<file path="config.mk">
export PLATFORM = sky130hd
export DESIGN_NAME = mips_issue_scoreboard
export DESIGN_NICKNAME = d
export VERILOG_FILES = /design/src/rtl/mips32_pkg.sv /design/src/rtl/mips_reg_scoreboard.sv /design/src/rtl/mips_issue_scoreboard.sv
export SDC_FILE = /design/constraint.sdc
export NUM_CORES = 1
export LEC_CHECK = 0
export ABC_AREA = 0
export CAP_MARGIN = 25
export CORE_MARGIN = 3
export CORE_UTILIZATION = 56
export CTS_BUF_LIST = sky130_fd_sc_hd__clkbuf_16
export DETAILED_ROUTE_END_ITERATION = 8
export PLACE_DENSITY_LB_ADDON = 0.1
export REMOVE_ABC_BUFFERS = 1
export SYNTH_ARGS = -nofsm -noshare
export SYNTH_HDL_FRONTEND = slang
export SYNTH_SLANG_ARGS = --single-unit
</file>
<file path="constraint.sdc">
create_clock -name clk1 -period 3.5 [get_ports clk1]
set_input_delay 0.7 -clock clk1 [delete_from_list [all_inputs] [get_ports clk1]]
set_output_delay 0.7 -clock clk1 [all_outputs]
set_load 0.02 [all_outputs]
</file>
<file path="src/rtl/mips32_pkg.sv">
// Shared definitions for the pipe_MIPS32 issue-control logic.
package mips32_pkg;

  // Issue FSM states
  typedef enum logic [1:0] {
    ST_RUN     = 2'd0,
    ST_BR_WAIT = 2'd1,
    ST_DRAIN   = 2'd2,
    ST_HALTED  = 2'd3
  } issue_state_e;

  // Architectural register index width
  localparam int unsigned REG_IDX_W = 5;

  // Default producer-to-consumer issue distance (no forwarding)
  localparam int unsigned WB_DIST_DEFAULT = 3;

  // Opcodes decoded upstream into the id_* qualifiers
  localparam logic [5:0] OP_ADD   = 6'b000000;
  localparam logic [5:0] OP_SUB   = 6'b000001;
  localparam logic [5:0] OP_AND   = 6'b000010;
  localparam logic [5:0] OP_OR    = 6'b000011;
  localparam logic [5:0] OP_SLT   = 6'b000100;
  localparam logic [5:0] OP_MUL   = 6'b000101;
  localparam logic [5:0] OP_HLT   = 6'b111111;
  localparam logic [5:0] OP_LW    = 6'b001000;
  localparam logic [5:0] OP_SW    = 6'b001001;
  localparam logic [5:0] OP_ADDI  = 6'b001010;
  localparam logic [5:0] OP_SUBI  = 6'b001011;
  localparam logic [5:0] OP_SLTI  = 6'b001100;
  localparam logic [5:0] OP_BNEQZ = 6'b001101;
  localparam logic [5:0] OP_BEQZ  = 6'b001110;

endpackage

</file>
<file path="src/rtl/mips_reg_scoreboard.sv">
// Per-register countdown scoreboard: a register is busy while its counter is non-zero.
module mips_reg_scoreboard
  import mips32_pkg::*;
#(
  parameter int unsigned NREG    = 32,
  parameter int unsigned CNT_W   = 2,
  parameter int unsigned WB_DIST = WB_DIST_DEFAULT
) (
  input  logic                 i_clk,
  input  logic                 i_rst,
  input  logic                 i_ld_en,
  input  logic [REG_IDX_W-1:0] i_ld_idx,
  output logic [NREG-1:0]      o_busy_mask,
  output logic                 o_idle_next
);

  localparam logic [CNT_W-1:0] LD_VAL = CNT_W'(WB_DIST - 1);

  logic [CNT_W-1:0] r_cnt [NREG];

  // Load on issue (wins over decrement), otherwise count non-zero counters down
  always_ff @(posedge i_clk) begin
    if (i_rst) begin
      for (int unsigned i = 0; i < NREG; i++) r_cnt[i] <= '0;
    end else begin
      for (int unsigned i = 0; i < NREG; i++) begin
        if (i != 0 && i_ld_en && i_ld_idx == REG_IDX_W'(i))
          r_cnt[i] <= LD_VAL;
        else if (r_cnt[i] != '0)
          r_cnt[i] <= r_cnt[i] - 1'b1;
      end
    end
  end

  // Busy flags straight from the counters; R0 is never busy
  always_comb begin
    o_busy_mask = '0;
    for (int unsigned i = 1; i < NREG; i++) o_busy_mask[i] = (r_cnt[i] != '0);
  end

  // True when every counter will be zero after this edge's update
  always_comb begin
    o_idle_next = !(i_ld_en && i_ld_idx != '0);
    for (int unsigned i = 0; i < NREG; i++)
      if (r_cnt[i] > CNT_W'(1)) o_idle_next = 1'b0;
  end

endmodule

</file>
<file path="src/rtl/mips_issue_scoreboard.sv">
// ID-stage issue control: RAW interlock, branch hold and halt drain.
module mips_issue_scoreboard
  import mips32_pkg::*;
#(
  parameter int unsigned WB_DIST = WB_DIST_DEFAULT,
  parameter int unsigned CNT_W   = 2,
  parameter int unsigned NREG    = 32
) (
  input  logic                 clk1,
  input  logic                 rst,
  input  logic                 id_valid,
  input  logic [REG_IDX_W-1:0] id_rs,
  input  logic [REG_IDX_W-1:0] id_rt,
  input  logic [REG_IDX_W-1:0] id_rd,
  input  logic                 id_use_rs,
  input  logic                 id_use_rt,
  input  logic                 id_wr_en,
  input  logic                 id_is_branch,
  input  logic                 id_is_halt,
  input  logic                 br_resolve,
  input  logic                 br_taken,
  output logic                 issue,
  output logic                 stall,
  output logic                 flush,
  output logic                 halted,
  output logic [NREG-1:0]      busy_mask,
  output logic [31:0]          stall_count
);

  issue_state_e r_state, w_state_next;
  logic         r_flush, r_halted;
  logic [31:0]  r_stall_count;
  logic         w_hazard, w_issue, w_stall, w_idle_next;
  logic [NREG-1:0] w_busy_mask;

  mips_reg_scoreboard #(
    .NREG    (NREG),
    .CNT_W   (CNT_W),
    .WB_DIST (WB_DIST)
  ) u_sb (
    .i_clk       (clk1),
    .i_rst       (rst),
    .i_ld_en     (w_issue && id_wr_en),
    .i_ld_idx    (id_rd),
    .o_busy_mask (w_busy_mask),
    .o_idle_next (w_idle_next)
  );

  // RAW hazard check and issue/stall decision
  always_comb begin
    w_hazard = (id_use_rs && id_rs != '0 && w_busy_mask[id_rs]) ||
               (id_use_rt && id_rt != '0 && w_busy_mask[id_rt]);
    w_issue  = id_valid && r_state == ST_RUN && !w_hazard;
    w_stall  = id_valid && !w_issue;
  end

  // Next-state logic
  always_comb begin
    w_state_next = r_state;
    case (r_state)
      ST_RUN: begin
        if (w_issue && id_is_branch)    w_state_next = ST_BR_WAIT;
        else if (w_issue && id_is_halt) w_state_next = ST_DRAIN;
      end
      ST_BR_WAIT: if (br_resolve)  w_state_next = ST_RUN;
      ST_DRAIN:   if (w_idle_next) w_state_next = ST_HALTED;
      ST_HALTED:  w_state_next = ST_HALTED;
      default:    w_state_next = ST_RUN;
    endcase
  end

  // State register
  always_ff @(posedge clk1) begin
    if (rst) r_state <= ST_RUN;
    else     r_state <= w_state_next;
  end

  // Registered flush/halted flags and saturating stall counter
  always_ff @(posedge clk1) begin
    if (rst) begin
      r_flush       <= 1'b0;
      r_halted      <= 1'b0;
      r_stall_count <= '0;
    end else begin
      r_flush  <= (r_state == ST_BR_WAIT) && br_resolve && br_taken;
      r_halted <= (w_state_next == ST_HALTED);
      if (w_stall && r_stall_count != '1) r_stall_count <= r_stall_count + 1'b1;
    end
  end

  assign issue       = w_issue;
  assign stall       = w_stall;
  assign flush       = r_flush;
  assign halted      = r_halted;
  assign busy_mask   = w_busy_mask;
  assign stall_count = r_stall_count;

endmodule

</file>
==> summary.txt, run 1 <==
Critical path
  – FF-to-FF path depth: 11
  – Slowest stage delay, CP: 0.51 ns
  – WP data required: roughly 2.8 ns
  – WP buf/inv: 3
  – Max stage delay cell, worst path: a2111o_2
  – Critical path depth: 9
  – CP Cell Sequence: dlygate4sd2_1 > buf_12 > mux4_2 > nand2_1 > a211o_1 > o311a_4 > a2111o_2 > nor2_4 > buf_6
  – CP startpoint: id_rs[0]
  – Delay-heaviest family, CP: compound AO/OA/AOI/OAI gates
  – FF-to-FF Start: u_sb.r_cnt[0][2]
  – Setup crit end: issue
  – Crit path max fanout: 10
  – Worst path arrival time: between 2 and 3 ns
  – Worst reg-to-reg setup slack: roughly 0.13 ns
  – Critical path type: primary input to primary output
  – Worst Setup Start Kind: primary input
  – FF-to-FF End: u_sb.r_cnt[0][25]
  – Crit. End Element: primary output

Clocking
  – H-tree Lvls: 3
  – Worst skew pair latency: 0.36 ns
  – CTS Hold Bufs: 0
  – CTS clk-pin slew, worst paths: 0.07 ns
  – CTS Root Cell: clkbuf_16
  – Num CTS Buffers: 9
  – CTS tree: built
  – CTS Sinks: 100
  – Clock Path Buffers: 2

Logic synthesis
  – EDFF count, synth: 64
  – Netlist cell types: 67
  – Sequential area share after synthesis: between 30% and 40%
  – Ys Warns: 0
  – Avg Cell Area, Syn: between 9 and 10 sq um
  – Async set-reset flop share out of synthesis: 0%
  – Gate Count Post-Synth: 733
  – Synth Flop Type: edfxtp_1
  – Mapped cell area: slightly above 7000 sq um
  – Synth Register Bits: 100

Timing
  – Slew Limit Fails: 0
  – Min Tclk post-route: roughly 3.4 ns
  – Slew HR: between 30% and 40%
  – Final setup vio count: 0
  – Setup Skew: 0.009115 ns
  – Final count of hold timing violations: 0
  – Fmax: roughly 290 MHz
  – Final clock period utilization by the worst path: 98.23%
  – RSZ-0062 raised after global routing: false
  – Worst-Margin Slew: 0.9012 ns
  – Minimum hold slack: 0.5135 ns

Min path
  – Min-delay worst type: flop to flop

Layout
  – Area of the multi-input gates: 3820 sq um
  – Layout cells sized above 1: 13.26%
  – Commonest non-fill, non-tap cell in the layout: inv_1
  – Fin area: approximately 9000 sq um
  – Fillers: between 900 and 1k
  – Commonest cells after routing, fill and taps aside: inv_1 (104), clkdlybuf4s50_1 (83), ha_1 (65)
  – Area delta synth->final: 24.47%
  – Final #Nets: ~940
  – Register area: around 2600 sq um

Power and ir drop
  – Leakage: about 3.5 nW
  – Peak VDD IR: about 0.3 mV
  – Pwr dens: 720.7 nW/um^2

Route
  – # DRC: 0
  – WL final: 20460 microns
  – Final ANT Viol Nets: 0
  – Vias: about 6.3k
  – Starting DRC count in detailed routing: 472
  – Drt first pass iters: 5
  – Vias per cell: slightly above 6
  – Average wire per standard cell: roughly 20 microns

Placement
  – Post-placement cell area: about 8400 sq um
  – Detailed placement HPWL: between 15000 and 20000 microns
  – IO buf count: between 90 and 100
  – GP Congestion: between 0.8 and 0.9

Floorplan
  – I/O pin count: just over 90
  – DIE WIDTH: approximately 120 microns
  – DIE AREA: roughly 14000 sq um
  – Rows: 40
  – Core Box Area: about 12000 sq um
  – Initial Util: between 50% and 60%
  – Die height: between 100 and 150 microns

GRT
  – GR Overflow Total: 0
  – Vias in the first global route: between 6k and 7k
  – First-pass GRT wire length: between 30000 and 40000 microns
  – Gr usage total: just under 30%
  – Largest net degree at the start of global routing: 82
  – Antenna violations before repair: 1

Run
  – Max cap viols: 0

Outcome
  – Status: finished clean
==> sequential cells by signal, indices dropped and copies added, names as in the netlist <==
| signal | count |
|---|---|
| u_sb.r_cnt | 64 |
| stall_count | 32 |
| r_state | 2 |
| flush | 1 |
| halted | 1 |
==> how the worst min path moves through the flow <==
stage	depth (start not counted)	end	from	slack [ns]
after floorplan	2	flush	r_state[0]	0.49
after global routing	2	stall_count[26]	stall_count[26]	0.53
after CTS	2	stall_count[26]	stall_count[26]	0.51
after detailed placement	2	stall_count[26]	stall_count[26]	0.50
final	2	stall_count[4]	stall_count[4]	0.51
after global placement	2	stall_count[30]	stall_count[30]	0.48
==> repair_timing <==
| action | in CTS | in global routing |
|---|---|---|
| setup buffers | 3 | 0 |
| resized for setup | 24 | 4 |
| pin swaps | 5 | 0 |
| endpoints found under the hold margin | 0 | 0 |
| cloned | 0 | 0 |
| endpoints found under the setup margin | 56 | 28 |
==> area by class of cell <==
class                           instances  share of cell area (%)
Antenna cell                            1                 0.02855
Inverter                              104                   4.454
Timing Repair Buffer                  145                   16.35
Clock inverter                          7                  0.4711
Sequential cell                       100                   30.15
Multi-Input combinational cell        487                   43.58
Clock buffer                            9                   2.570
Tap cell                              168                   2.398
==> stage by stage <==
| step | worst slack (ns) | power, mW | setup TNS (ns) | cells | util, % |
|---|---|---|---|---|---|
| floorplan | -0.7215 | 3.938 | -31.15 | 691 | - |
| CTS | 0.06964 | 6.291 | 0 | 1020 | 71.95 |
| finish | 0.06207 | 6.317 | 0 | 1021 | 72.07 |
| detailed placement | -0.6341 | 5.317 | -49.63 | 1001 | 69.29 |
| global route | 0.006307 | 6.743 | 0 | 1021 | 72.07 |
| global placement | -0.6378 | 5.186 | -41.38 | 1001 | 69.29 |
==> cell families (layout without fill, tap and decap cells) <==
group | count (synthesis) | in the layout | share of synthesized area [%]
other | 1 | 2 | 0.05325
DFF | 100 | 100 | 37.53
adders and majority gates | 65 | 65 | 11.55
buffers and inverters | 146 | 265 | 8.760
AOI/OAI and AO/OA | 183 | 183 | 18.78
and+or+nand+nor | 211 | 211 | 17.00
muxes | 27 | 27 | 6.325
==> report_power, final <==
| part | total, mW | internal [mW] | switching (mW) |
|---|---|---|---|
| logic | 3.45 | 1.50 | 1.95 |
| registers | 1.93 | 1.76 | 0.170 |
| clock network | 0.935 | 0.480 | 0.455 |
| total | 6.32 | 3.75 | 2.57 |
==> layer usage <==
layer  vias to the layer above  share of wire, %  GRT usage [%]
met5                         -                 0              0
met4                         0               3.9          14.14
met3                        56               6.1          3.923
met2                       260                49          49.59
met1                      3043                41          38.42
li1                       2973                 -              -
==> synthesized netlist by cell type (4+ instances only) <==
library cell	n	share of area (%)
a2111oi_0	6	0.75
mux2_2	6	0.96
mux2i_1	4	0.57
mux2_1	5	0.80
nor2_1	33	1.8
nand3_1	45	3.2
o22ai_1	17	1.5
clkbuf_1	26	1.4
o41ai_1	4	0.50
or3_1	5	0.44
o211ai_1	24	2.6
ha_1	65	12
nand2b_1	5	0.44
a21oi_1	44	3.1
buf_2	7	0.50
and4_1	7	0.87
nor2b_1	7	0.62
nand4_1	9	0.80
a21o_1	11	1.2
o211ai_2	4	0.71
mux4_2	9	2.9
o21ai_0	7	0.50
nor3_1	9	0.64
a31oi_1	4	0.36
nand2_1	38	2.0
o32ai_1	17	2.1
o31ai_1	17	1.8
edfxtp_1	64	27
inv_1	103	5.5
a211o_1	5	0.62
buf_6	7	1.1
o21ai_1	8	0.57
and3_1	5	0.44
dfxtp_1	36	10
or4_1	23	2.5
==> worst reg2reg max path: stages, from the launching register on <==
cell,delay [ns]
edfxtp_1,0.40
inv_1,0.10
ha_1,0.24
mux2i_1,0.10
a211o_1,0.30
a211o_1,0.27
o311a_4,0.15
a2111o_2,0.51
buf_4,0.18
or2_1,0.40
buf_12,0.23
o211ai_2,0.19
No activity file was read; power rests on OpenSTA's default activity.
==> run 2, diff against run 1 <==
--- a/config.mk
+++ b/config.mk
@@ -11,6 +11,8 @@
 export CORE_UTILIZATION = 56
 export CTS_BUF_LIST = sky130_fd_sc_hd__clkbuf_16
 export DETAILED_ROUTE_END_ITERATION = 8
+export GPL_TIMING_DRIVEN = 0
+export HOLD_SLACK_MARGIN = 0.15
 export PLACE_DENSITY_LB_ADDON = 0.1
 export REMOVE_ABC_BUFFERS = 1
 export SYNTH_ARGS = -nofsm -noshare
==> run 2 against run 1 <==
  * Register-to-register slack is essentially flat
  * Sequential share of layout area grew 1.4 points
  * Setup slack gained 0.033 ns
  * Combinational power shrank 4%
  * First-iteration DRC count grew 2.1%
  * Wire length shrank 3.7%
  * Die area is the same
==> summary.txt, run 2 (synthesis results as in run 1) <==
Clocking
  – CTS Hold Bufs: 0 (unchanged)
  – CTS Root Cell: clkbuf_16
  – CTS clk-pin slew, worst paths: 0.07 ns (about the same)
  – Worst skew pair latency: 0.35 ns (about the same)
  – Clock Path Buffers: 2 (unchanged)
  – CTS tree: built
  – Num CTS Buffers: 9 (unchanged)
  – CTS Sinks: 100 (unchanged)
  – H-tree Lvls: 3 (unchanged)

Route
  – Drt first pass iters: 5 (unchanged)
  – Vias per cell: 6.439 (+3.8%)
  – # DRC: 0 (unchanged)
  – Average wire per standard cell: 20.21 microns (+0.85%)
  – Final ANT Viol Nets: 0 (unchanged)
  – Vias: 6278 (-0.85%)
  – WL final: 19710 microns (-3.7%)
  – Starting DRC count in detailed routing: 482 (+2.1%)

Placement
  – GP Congestion: 0.9073 (+1.2%)
  – Detailed placement HPWL: 14220 microns (-7.1%)
  – Post-placement cell area: 7991 sq um (-5.2%)
  – IO buf count: 91 (unchanged)

Floorplan
  – DIE WIDTH: 118.1 microns (unchanged)
  – Rows: 40 (unchanged)
  – I/O pin count: 93 (unchanged)
  – Initial Util: 57.90% (unchanged)
  – Die height: 118.1 microns (unchanged)
  – DIE AREA: 13960 sq um (unchanged)
  – Core Box Area: 12160 sq um (unchanged)

Power and ir drop
  – Switching Share: 40.55% (-0.16 points)
  – Pwr dens: 736.9 nW/um^2 (+2.2%)
  – Internal: 3.674 mW (-1.9%)
  – Gate power share: 53.4% (-1.2 points)
  – Register share of total power: 31.3% (+0.7 points)
  – Clock Power Share: 15.3% (+0.5 points)
  – Psw: 2.505 mW (-2.6%)
  – Leakage: 3.255 nW (-6.9%)
  – Peak VDD IR: 0.2691 mV (-9.9%)

Min path
  – Hold path startpoint: stall_count[26]
  – Min-delay worst type: flop to flop

Timing
  – TNS Setup: 0 ns (unchanged)
  – RSZ-0062 raised after global routing: false
  – Fmax: 293.7 MHz (+0.98%)
  – Setup Skew: 0.008427 ns (-0.0006879 ns)
  – Slew HR: 28.32% (-12 points)
  – Final count of hold timing violations: 0 (unchanged)
  – Final clock period utilization by the worst path: 97.27% (-0.95 points)
  – Slew Limit Fails: 0 (unchanged)
  – Final setup vio count: 0 (unchanged)
  – Worst-Margin Slew: 1.067 ns (+0.1658 ns)
  – Min Tclk post-route: 3.405 ns (-0.03333 ns)

Layout
  – Area delta synth->final: 19.08%
  – Largest register FFs: 64 (unchanged)
  – Area of the multi-input gates: 3855 sq um (+0.92%)
  – Top reg by flops: u_sb.r_cnt
  – Layout cells sized above 1: 9.542% (-3.7 points)
  – Final #Nets: 893 (-4.7%)
  – Commonest cells after routing, fill and taps aside: inv_1 (106), clkdlybuf4s50_1 (80), edfxtp_1 (64)
  – Finished Core Util: 68.95% (-3.1 points)
  – Commonest non-fill, non-tap cell in the layout: inv_1
  – Register area: 2643 sq um (unchanged)
  – Fin area: 8386 sq um (-4.3%)
  – Fillers: 957 (+3.0%)
  – Diodes inserted: 0 (-1)

Critical path
  – CP startpoint: u_sb.r_cnt[0][62]
  – Worst path arrival time: 2.70 ns (-0.04 ns)
  – WP buf/inv: 2 (-1)
  – Crit. End Element: primary output
  – FF-to-FF Start: u_sb.r_cnt[0][34]
  – WP data required: 2.80 ns (about the same)
  – Worst reg-to-reg setup slack: 0.12 ns (about the same)
  – Slowest stage delay, CP: 0.50 ns (about the same)
  – Delay-heaviest family, CP: multiplexers
  – Critical path type: flop to primary output
  – CP Cell Sequence: inv_1 > ha_1 > mux4_2 > mux2i_1 > nor2_1 > nor4_4 > a2111o_2 > nor2_2 > buf_4
  – Worst Setup Start Kind: flop
  – Crit path max fanout: 4 (-6)
  – Max stage delay cell, worst path: mux4_2

GRT
  – Largest net degree at the start of global routing: 83 (+1.2%)
  – First-pass GRT wire length: 31130 microns (-6.1%)
  – Antenna violations before repair: 0 (-1)
  – Vias in the first global route: 6129 (-3.0%)
  – Gr usage total: 27.79% (-2.0 points)
  – GR Overflow Total: 0 (unchanged)

Outcome
  – Status: finished clean

Run
  – Max cap viols: 0 (unchanged)
==> run 2: changes by cell type in the layout (fill, tap and decap cells not counted), moves of 2 or more <==
| cell | before | now |
|---|---|---|
| ha_2 | 0 | 5 |
| buf_12 | 10 | 3 |
| buf_8 | 0 | 2 |
| clkbuf_2 | 0 | 2 |
| buf_4 | 45 | 5 |
| ha_1 | 65 | 59 |
| clkdlybuf4s50_1 | 83 | 80 |
| inv_1 | 104 | 106 |
==> run 2: layout make-up <==
cell class | instances | share of cell area [%]
multi-input cells | 487 | 45.97
inverters | 104 | 4.655
clock inverters | 5 | 0.2387
repair buffers | 101 | 12.13
clock buffers | 10 | 2.984
flip-flops and latches | 100 | 31.51
well taps | 168 | 2.507
==> run 2: path summary, 6_finish.rpt <==
| check | depth (start not counted) | end |
|---|---|---|
| worst max-delay path | 9 | issue |
| worst min-delay path | 2 | stall_count[26] |
| worst max register to register | 11 | u_sb.r_cnt[0][32] |
| worst min register to register | 2 | stall_count[26] |
==> run 2: through the flow <==
step                std cells  total power [mW]  setup WS (ns)  hold slack (ns)
floorplan                 691             3.938        -0.7215           0.4943
global placement          950             4.930         -3.022           0.4826
detailed placement        954             5.139         -1.217           0.4948
CTS                       971             6.116      0.0001412           0.5071
global route              975             6.545        0.01203           0.5367
finish                    975             6.179        0.09539           0.5066
==> run 2: per-layer routing <==
metal / routed length, microns / part of all wire (%) / GRT usage [%]
met5: 0 / 0 / 0
met4: 639 / 3.2 / 12.16
met2: 9658 / 49 / 48.05
met1: 7882 / 40 / 34.13
met3: 1525 / 7.7 / 4.689
==> run 2: what timing repair did <==
| item | 4_1_cts | 5_1_grt |
|---|---|---|
| resized for setup | 31 | 14 |
| setup endpoints to repair | 148 | 52 |
| pin swaps | 4 | 5 |
| buffers inserted | 2 | 3 |
==> run 2: worst min-delay path, cell delays in order, from the launching register on <==
cell,delay (ns)
dfxtp_1,0.34
o31ai_1,0.07
a21oi_1,0.05
==> run 2: power groups by stage <==
| stage | clock (mW) | sequential, mW | combinational (mW) |
|---|---|---|---|
| 2_1_floorplan | 0 | 1.90 | 2.03 |
| 3_3_place_gp | 0 | 1.93 | 3.00 |
| 3_5_place_dp | 0 | 1.95 | 3.18 |
| 4_1_cts | 0.950 | 1.93 | 3.24 |
| 5_1_grt | 0.993 | 1.97 | 3.58 |
| 6_report | 0.946 | 1.93 | 3.30 |
==> run 3, diff against run 2 <==
--- a/config.mk
+++ b/config.mk
@@ -8,8 +8,8 @@
 export ABC_AREA = 0
 export CAP_MARGIN = 25
 export CORE_MARGIN = 3
-export CORE_UTILIZATION = 56
-export CTS_BUF_LIST = sky130_fd_sc_hd__clkbuf_16
+export CORE_UTILIZATION = 58
+export CTS_BUF_LIST = sky130_fd_sc_hd__clkbuf_2 sky130_fd_sc_hd__clkbuf_4 sky130_fd_sc_hd__clkbuf_8
 export DETAILED_ROUTE_END_ITERATION = 8
 export GPL_TIMING_DRIVEN = 0
 export HOLD_SLACK_MARGIN = 0.15
==> run 3 against run 2 <==
  * Non-clock buffer count grew 21
  * Via count grew 0.78%
  * Fmax shrank 2.3%
  * Core utilization grew 5.1 points
  * Final cell count shrank 0.31%
  * Die area shrank 3.3%
  * Sequential power is essentially flat
  * Hold slack lost 0.0056 ns
  * Largest power group unchanged
  * Highest routed layer unchanged
==> summary.txt, run 3 (synthesis results as in run 1) <==
Outcome
  – Status: finished clean

Layout
  – Area delta synth->final: 22.64%
  – Layout cells sized above 1: 15.08% (+5.5 points)
  – Final #Nets: 914 (+2.4%)
  – Top reg by flops: u_sb.r_cnt
  – Commonest non-fill, non-tap cell in the layout: inv_1
  – Largest register FFs: 64 (unchanged)
  – Diodes inserted: 0 (unchanged)
  – Commonest cells after routing, fill and taps aside: inv_1 (90), clkdlybuf4s50_1 (80), edfxtp_1 (64)

Clocking
  – Clock Path Buffers: 2 (unchanged)
  – Worst skew pair latency: 0.40 ns (+0.05 ns)
  – H-tree Lvls: 3 (unchanged)
  – CTS clk-pin slew, worst paths: 0.11 ns (+0.04 ns)
  – Num CTS Buffers: 9 (unchanged)
  – CTS Root Cell: clkbuf_8
  – CTS Hold Bufs: 0 (unchanged)
  – CTS Sinks: 100 (unchanged)
  – CTS tree: built

Min path
  – Min-delay worst type: flop to flop
  – Hold path startpoint: stall_count[26]
  – Worst Hold Depth: 2 (unchanged)
  – Hold EP: stall_count[26]

Floorplan
  – Initial Util: 60.38% (+2.5 points)
  – Die height: 116.2 microns (-1.7%)
  – Rows: 39 (-2.5%)
  – DIE AREA: 13500 sq um (-3.3%)
  – Core Box Area: 11660 sq um (-4.1%)
  – I/O pin count: 93 (unchanged)
  – DIE WIDTH: 116.2 microns (-1.7%)

GRT
  – Gr usage total: 29.40% (+1.6 points)
  – Antenna violations before repair: 0 (unchanged)
  – Met2 Resource Use GR: 45.91% (-2.1 points)
  – Met3 global-route usage: 4.249% (-0.44 points)
  – GR Overflow Total: 0 (unchanged)
  – Gr busiest metal: met2
  – Largest net degree at the start of global routing: 83 (unchanged)
  – Vias in the first global route: 5835 (-4.8%)
  – M1 GR Usage: 42.15% (+8.0 points)
  – First-pass GRT wire length: 30620 microns (-1.7%)

Timing
  – Final setup vio count: 0 (unchanged)
  – Fmax: 287.0 MHz (-2.3%)
  – Slew HR: 36.37% (+8.0 points)
  – Min Tclk post-route: 3.484 ns (+0.07955 ns)
  – Setup Skew: 0.01544 ns (+0.007010 ns)
  – Final clock period utilization by the worst path: 99.55% (+2.3 points)
  – TNS Setup: 0 ns (unchanged)
  – Worst-Margin Slew: 0.9545 ns (-0.1125 ns)
  – Minimum hold slack: 0.5010 ns (-0.005586 ns)
  – Final count of hold timing violations: 0 (unchanged)
  – Slew Limit Fails: 0 (unchanged)
  – RSZ-0062 raised after global routing: true

Critical path
  – FF-to-FF Start: u_sb.r_cnt[0][2]
  – Worst reg-to-reg setup slack: 0.10 ns (-0.02 ns)
  – WP data required: 2.80 ns (about the same)
  – Critical path type: primary input to primary output
  – FF-to-FF path depth: 12 (+1)
  – Worst path arrival time: 2.78 ns (+0.08 ns)
  – Worst Setup Start Kind: primary input
  – Crit. End Element: primary output
  – Crit path max fanout: 6 (+2)
  – FF-to-FF End: u_sb.r_cnt[0][16]

Power and ir drop
  – Power, Total: 6.502 mW (+5.2%)
  – Clock Power Share: 14.4% (-0.9 points)
  – Gate power share: 55.9% (+2.5 points)
  – Leakage: 3.354 nW (+3.0%)
  – Psw: 2.637 mW (+5.3%)
  – Internal: 3.865 mW (+5.2%)
  – Peak VDD IR: 0.4811 mV (+79%)
  – Register share of total power: 29.7% (-1.6 points)
  – Pwr dens: 752.9 nW/um^2 (+2.2%)
  – Switching Share: 40.56% (about the same)

Route
  – Average wire per standard cell: 20.45 microns (+1.2%)
  – WL final: 19870 microns (+0.85%)
  – Vias per cell: 6.509 (+1.1%)
  – Vias: 6327 (+0.78%)
  – Drt first pass iters: 5 (unchanged)
  – # DRC: 0 (unchanged)
  – Starting DRC count in detailed routing: 764 (+59%)
  – Final ANT Viol Nets: 0 (unchanged)

Placement
  – IO buf count: 91 (unchanged)
  – Detailed placement HPWL: 13940 microns (-2.0%)
  – GP Congestion: 0.9364 (+3.2%)

Run
  – Max cap viols: 0 (unchanged)
==> run 3: changes by cell type in the layout (fill, tap and decap cells not counted), moves of 9 or more <==
cell       delta
ha_4         +10
clkbuf_16    -10
inv_1        -16
buf_4        +22
clkbuf_8      +9
inv_2        +12
ha_1         -12
==> run 3: power groups by stage <==
stage / sequential (mW) / combinational (mW) / clock, mW
2_1_floorplan: 1.90 / 2.03 / 0
3_3_place_gp: 1.93 / 3.00 / 0
3_5_place_dp: 1.95 / 3.15 / 0
4_1_cts: 1.92 / 3.41 / 0.940
5_1_grt: 1.97 / 3.94 / 0.980
6_report: 1.93 / 3.63 / 0.936
==> run 3: worst max-delay path: stages <==
cell             delay, ns
clkdlybuf4s50_1       0.58
a211o_1               0.30
a211o_1               0.25
o311a_2               0.16
a2111o_2              0.54
nor2_4                0.13
buf_6                 0.13
==> run 3: per-layer routing <==
layer | wire length, microns | vias to the layer above | share of wire [%]
li1 | - | 2928 | -
met1 | 8674 | 3051 | 44
met2 | 9125 | 310 | 46
met3 | 1634 | 38 | 8.2
met4 | 438 | 0 | 2.2
met5 | 0 | - | 0
==> run 3: worst max-delay path by stage <==
stage               depth (start not counted)         startpoint                 to  slack [ns]
finish                                      7           id_rs[3]              issue        0.02
global route                                7     stall_count[9]    stall_count[21]       -0.09
CTS                                         9  u_sb.r_cnt[0][58]              stall       -0.13
detailed placement                          9           id_rt[2]  u_sb.r_cnt[0][12]       -1.44
global placement                            8           id_rt[2]  u_sb.r_cnt[0][22]       -2.82
floorplan                                   6           id_rs[4]  u_sb.r_cnt[0][16]       -0.72
==> run 3: stage by stage <==
step,cell area [sq um],cells,util [%],setup WS [ns]
floorplan,6815,691,-,-0.7215
CTS,8397,956,72.00,-0.1261
finish,8636,972,74.05,0.01584
global placement,7905,925,67.78,-2.818
detailed placement,7949,928,68.16,-1.439
global route,8636,972,74.05,-0.09405
==> run 3: layout make-up <==
class | instances | area, sq um
fillers | 855 | 3027
multi-input cells | 487 | 4014
flip-flops and latches | 100 | 2643
repair buffers | 122 | 1164
inverters | 104 | 390.4
clock inverters | 7 | 122.6
well taps | 143 | 178.9
clock buffers | 9 | 123.9
==> run 3: timing repair <==
item                                    4_1_cts  5_1_grt
setup buffers                                12       14
pin swaps                                     9       14
endpoints found under the setup margin      146       66
cloned                                        0        0
resized for setup                            62       25
endpoints found under the hold margin         0        0
==> RTL edit 1 (config.mk and constraints of run 3) <==
The package constant `REG_IDX_W` goes from 5 to 4.
--- a/src/rtl/mips32_pkg.sv
+++ b/src/rtl/mips32_pkg.sv
@@ -11,5 +11,5 @@
 
   // Architectural register index width
-  localparam int unsigned REG_IDX_W = 5;
+  localparam int unsigned REG_IDX_W = 4;
 
   // Default producer-to-consumer issue distance (no forwarding)
Ports: changed (resized id_rd, id_rs and id_rt); port bits go from 93 to 90. The function was not compared with the original's and may differ.
==> RTL edit 1 against run 3 <==
  * Non-clock buffer count is 30 lower
  * Register-to-register slack improved by 0.34 ns
  * Power down 17%
  * Setup slack gained 0.13 ns
  * Routed wire length shrank 22%
  * Area after synthesis down 7.0%
  * Sequential cell count is the same
  * Hold slack got worse by 0.033 ns
  * Design area down 10%
  * First-iteration DRC count shrank 37%
  * Via count shrank 13%
  * Combinational power shrank 23%
  * Maximum frequency grew 3.8%
  * Critical path type is now flip-flop to output port
  * Highest routed layer unchanged
==> RTL edit 1: results (changes against run 3) <==
* Outcome: completed (unchanged)
* Total length of routed met3 wires at 920 µm (was 1.63 mm)
* Nets@finish at 855 (was 914)
* Internal power at 3230 µW (was 3860 µW)
* Count of input and output buffers at 88 (was 91)
* Vias after detailed routing at 5519 (was 6327)
* First-pass GRT wire length at 25.7 mm (was 30.6 mm)
* Most common library cells after synthesis: 104 x inv_1, 65 x ha_1, 64 x edfxtp_1 (was 103 x inv_1, 65 x ha_1, 64 x edfxtp_1)
* Slowest cell on crit path: mux4_2 (was clkdlybuf4s50_1)
* Synth cell types at 59 (was 67)
* Post-DP Area at 0.00751 mm² (was 0.00795 mm²)
* Vias in the first global route at 5444 (was 5835)
* Global-route usage over all layers at 25.0% (was 29.4%)
* P_comb at 2810 µW (was 3630 µW)
* Clk slew on worst S/H paths at 0.09 ns (was 0.11 ns)
* Crit path max fanout at 44 (was 6)
* Cell Count Post-Placement at 895 (was 928)
* Met1 usage at 30.7% (was 42.2%)
* DR vias/cell at 6.04 (was 6.51)
* Sequential share of the synthesized area at 40.4% (was 37.5%)
* Rel. slew slack at 51.0% (was 36.4%)
* Power Clock at 666 µW (was 936 µW)
* Worst Path Arrival at 2.66 ns (was 2.78 ns)
* Synthesized instance count at 693 (was 733)
* Initial DRC Count at 479 (was 764)
* DP HPWL at 11.8 mm (was 13.9 mm)
* Pin count of the biggest net entering global routing at 80 (was 83)
* Met1 layer wirelength in the final routing at 6.42 mm (was 8.67 mm)
## RTL edit 1: cell count changes after synthesis, sizes merged, moves of 10 or more
cell | before | now
nor2 | 33 | 22
o21ai | 15 | 5
or4 | 23 | 13
a21o | 11 | 1
a31oi | 5 | 20
nand4 | 9 | 19
o32ai | 17 | 1
or2 | 4 | 18
nand3 | 46 | 21
o211ai | 28 | 0
or3 | 5 | 19
and3 | 5 | 21
nor3 | 10 | 20
nor4 | 4 | 23
## RTL edit 1: final cells by class
class | instances | area [µm²]
clock buffers | 10 | 131
clock inverters | 6 | 31.3
fillers | 879 | 3200
inverters | 106 | 410
multi-input cells | 459 | 3430
flip-flops and latches | 100 | 2640
well taps | 140 | 175
repair buffers | 92 | 911
## RTL edit 1: path summary, 6_finish.rpt
path | start | endpoint | slack [ns]
setup / recovery | u_sb.r_cnt[0][2] | issue | 0.14
hold / removal | r_state[0] | flush | 0.47
setup reg to reg | u_sb.r_cnt[0][2] | u_sb.r_cnt[4][5] | 0.44
hold reg to reg | r_state[0] | flush | 0.47
## RTL edit 1: critical path: cells and delay by family, from the launching register on
family / cells / cell delay [ns]
flops: 1 / 0.39
mux: 1 / 0.47
buf+inv: 3 / 0.33
simple gates: 2 / 0.35
fa+ha+maj: 1 / 0.29
compound gates: 1 / 0.42
## RTL edit 1: cell families (layout without fill, tap and decap cells)
family / after synthesis / count (layout) / share of synthesized area, %
adder cells (fa/ha/maj): 65 / 65 / 12.4
multiplexers: 21 / 21 / 4.64
flip-flops: 100 / 100 / 40.4
AND/OR/NAND/NOR: 267 / 267 / 24.0
buffers and inverters: 134 / 214 / 7.97
other: 1 / 1 / 0.0573
AO/OA/AOI/OAI: 105 / 105 / 10.6
==> RTL edit 2 (settings of run 3) <==
Without the edit above. Put one more register stage on the output `stall_count`, with the module's reset. The value now appears one clock later. The other outputs are not delayed to match.
--- a/src/rtl/mips_issue_scoreboard.sv
+++ b/src/rtl/mips_issue_scoreboard.sv
@@ -94,5 +94,11 @@
   assign halted      = r_halted;
   assign busy_mask   = w_busy_mask;
-  assign stall_count = r_stall_count;
+  always_ff @(posedge clk1) begin
+    if (rst) begin
+      stall_count <= '0;
+    end else begin
+      stall_count <= r_stall_count;
+    end
+  end
 
 endmodule
Formal check against the unedited RTL: not equivalent (a bounded check fails within 4 cycles, from zero or initial values and one cycle with rst high).
==> RTL edit 2 against run 3 <==
  * The run now ends with negative setup slack left
  * Design area is 9.1% higher
  * First-iteration DRC count is 11% lower
  * Area after synthesis is 5.8% higher
  * Power is 13% higher
  * Critical path depth up 3
  * Routed wire length fell by 1.1%
  * Setup slack got worse by 0.099 ns
  * Die area grew 5.5%
  * Sequential cell count increased by 32
  * Clock power up 36%
  * Maximum frequency is 2.8% lower
  * Critical path type is now flip-flop to output port
  * Largest power group unchanged
==> RTL edit 2: results (changes against run 3) <==
* Clk slew on worst S/H paths at 0.08 ns (was 0.11 ns)
* Pin count of the biggest net entering global routing at 68 (was 83)
* H-tree levels at 4 (was 3)
* Max Clock Skew at 0.00849 ns (was 0.0154 ns)
* Post-Synth Adder-Cell Area at 10.9% (was 11.5%)
* Crit path max fanout at 4 (was 6)
* Slew @ Worst Pin at 1.11 ns (was 0.954 ns)
* Initial DRC Count at 681 (was 764)
* Vias after detailed routing at 6364 (was 6327)
* Worst slack at placement at -1.41 ns (was -1.44 ns)
* HP Start: r_stall_count[19] (was stall_count[26])
* R2r setup slk at 0.19 ns (was 0.10 ns)
* Syn_area_per_cell at 9.79 µm² (was 9.61 µm²)
* Commonest register cell after synthesis: dfxtp_1 (was edfxtp_1)
* Sequential share of the synthesized area at 44.1% (was 37.5%)
* Top post-synthesis cells by area: edfxtp_1 26%, dfxtp_1 18%, ha_1 11%, inv_1 5.0%, nand3_1 4.9% (was edfxtp_1 27%, ha_1 12%, dfxtp_1 10%, inv_1 5.5%, nand3_1 3.2%)
* Met1 usage at 33.2% (was 42.2%)
* LEAKAGE at 0.00385 µW (was 0.00335 µW)
* PnR worst setup slack at -0.0830 ns (was 0.0158 ns)
* Cell Count Post-Placement at 985 (was 928)
* Outcome: complete, but fails checks (was completed)
* Met1 layer wirelength in the final routing at 7.44 mm (was 8.67 mm)
* Most common library cells after synthesis: 100 x inv_1, 73 x nand3_1, 68 x dfxtp_1 (was 103 x inv_1, 65 x ha_1, 64 x edfxtp_1)
* RR Startpoint: r_stall_count[4] (was u_sb.r_cnt[0][2])
* DR vias/cell at 5.99 (was 6.51)
* Routed WL at 19.7 mm (was 19.9 mm)
* Fraction of layout cells with a size suffix above 1 at 20.0% (was 15.1%)
* Clk_lat worst skew at 0.45 ns (was 0.40 ns)
* Total length of routed met3 wires at 1.91 mm (was 1.63 mm)
* Violated checks: negative setup slack
* Routability cong. at 0.947 (was 0.936)
* Finish-stage setup viols at 2 (was 0)
* Max incr delay on CP at 0.46 ns (was 0.58 ns)
* Slowest cell on crit path: mux4_2 (was clkdlybuf4s50_1)
* Setup TNS at -0.141 ns (was 0 ns)
* Post-DP Area at 0.00847 mm² (was 0.00795 mm²)
* DP HPWL at 13.1 mm (was 13.9 mm)
* Met3 Track Usage GR at 7.93% (was 4.25%)
* Global-route usage over all layers at 27.5% (was 29.4%)
* Worst Path Arrival at 2.88 ns (was 2.78 ns)
[RTL edit 2: changes by cell type after synthesis, sizes merged, moves of 16 or more]
cell / before / now
or4: 23 / 7
dfxtp: 36 / 68
mux2: 11 / 27
nor2b: 7 / 34
nand3: 46 / 73
a21oi: 44 / 20
and4: 7 / 32
o211ai: 28 / 0
[RTL edit 2: per-stage QoR]
stage	hold WS, ns	util (%)
3_3_place_gp	0.470	68.6
6_report	0.489	76.9
3_5_place_dp	0.473	69.0
5_1_grt	0.495	76.9
2_1_floorplan	0.441	-
4_1_cts	0.482	75.0
[RTL edit 2: repair_timing]
item                                    CTS  global route
gates cloned                              2             0
gates resized for setup                  65            23
endpoints found under the setup margin  144            11
setup buffers                            20            23
pin swaps                                 2             8
[RTL edit 2: area by class of cell]
class                   instances  area, µm²
fillers                       857       2840
multi-input cells             492       3870
repair buffers                137       1280
clock inverters                12        129
flip-flops and latches        132       3280
inverters                     101        389
well taps                     168        210
clock buffers                  20        263
[RTL edit 2: logic make-up after synthesis]
group,Yosys count
flops,132
fa+ha+maj,65
simple gates,302
other cells,1
compound gates,78
mux,44
buf+inv,139
[RTL edit 2: tightest hold or removal path: stages (launching register included)]
cell and delay, ns:
dfxtp_1 0.33, inv_1 0.07, nor2_1 0.05
[RTL edit 2: worst max path at each step]
stage                     endpoint
after global routing         stall
after CTS                    stall
final                        stall
after floorplan              issue
after detailed placement     issue
after global placement       issue
[RTL edit 2: power breakdown]
group,leakage (µW),switching [µW],internal [µW]
registers,0.00125,175,2130
clock network,0.000209,605,669
logic,0.00239,2030,1770
total,0.00385,2810,4570
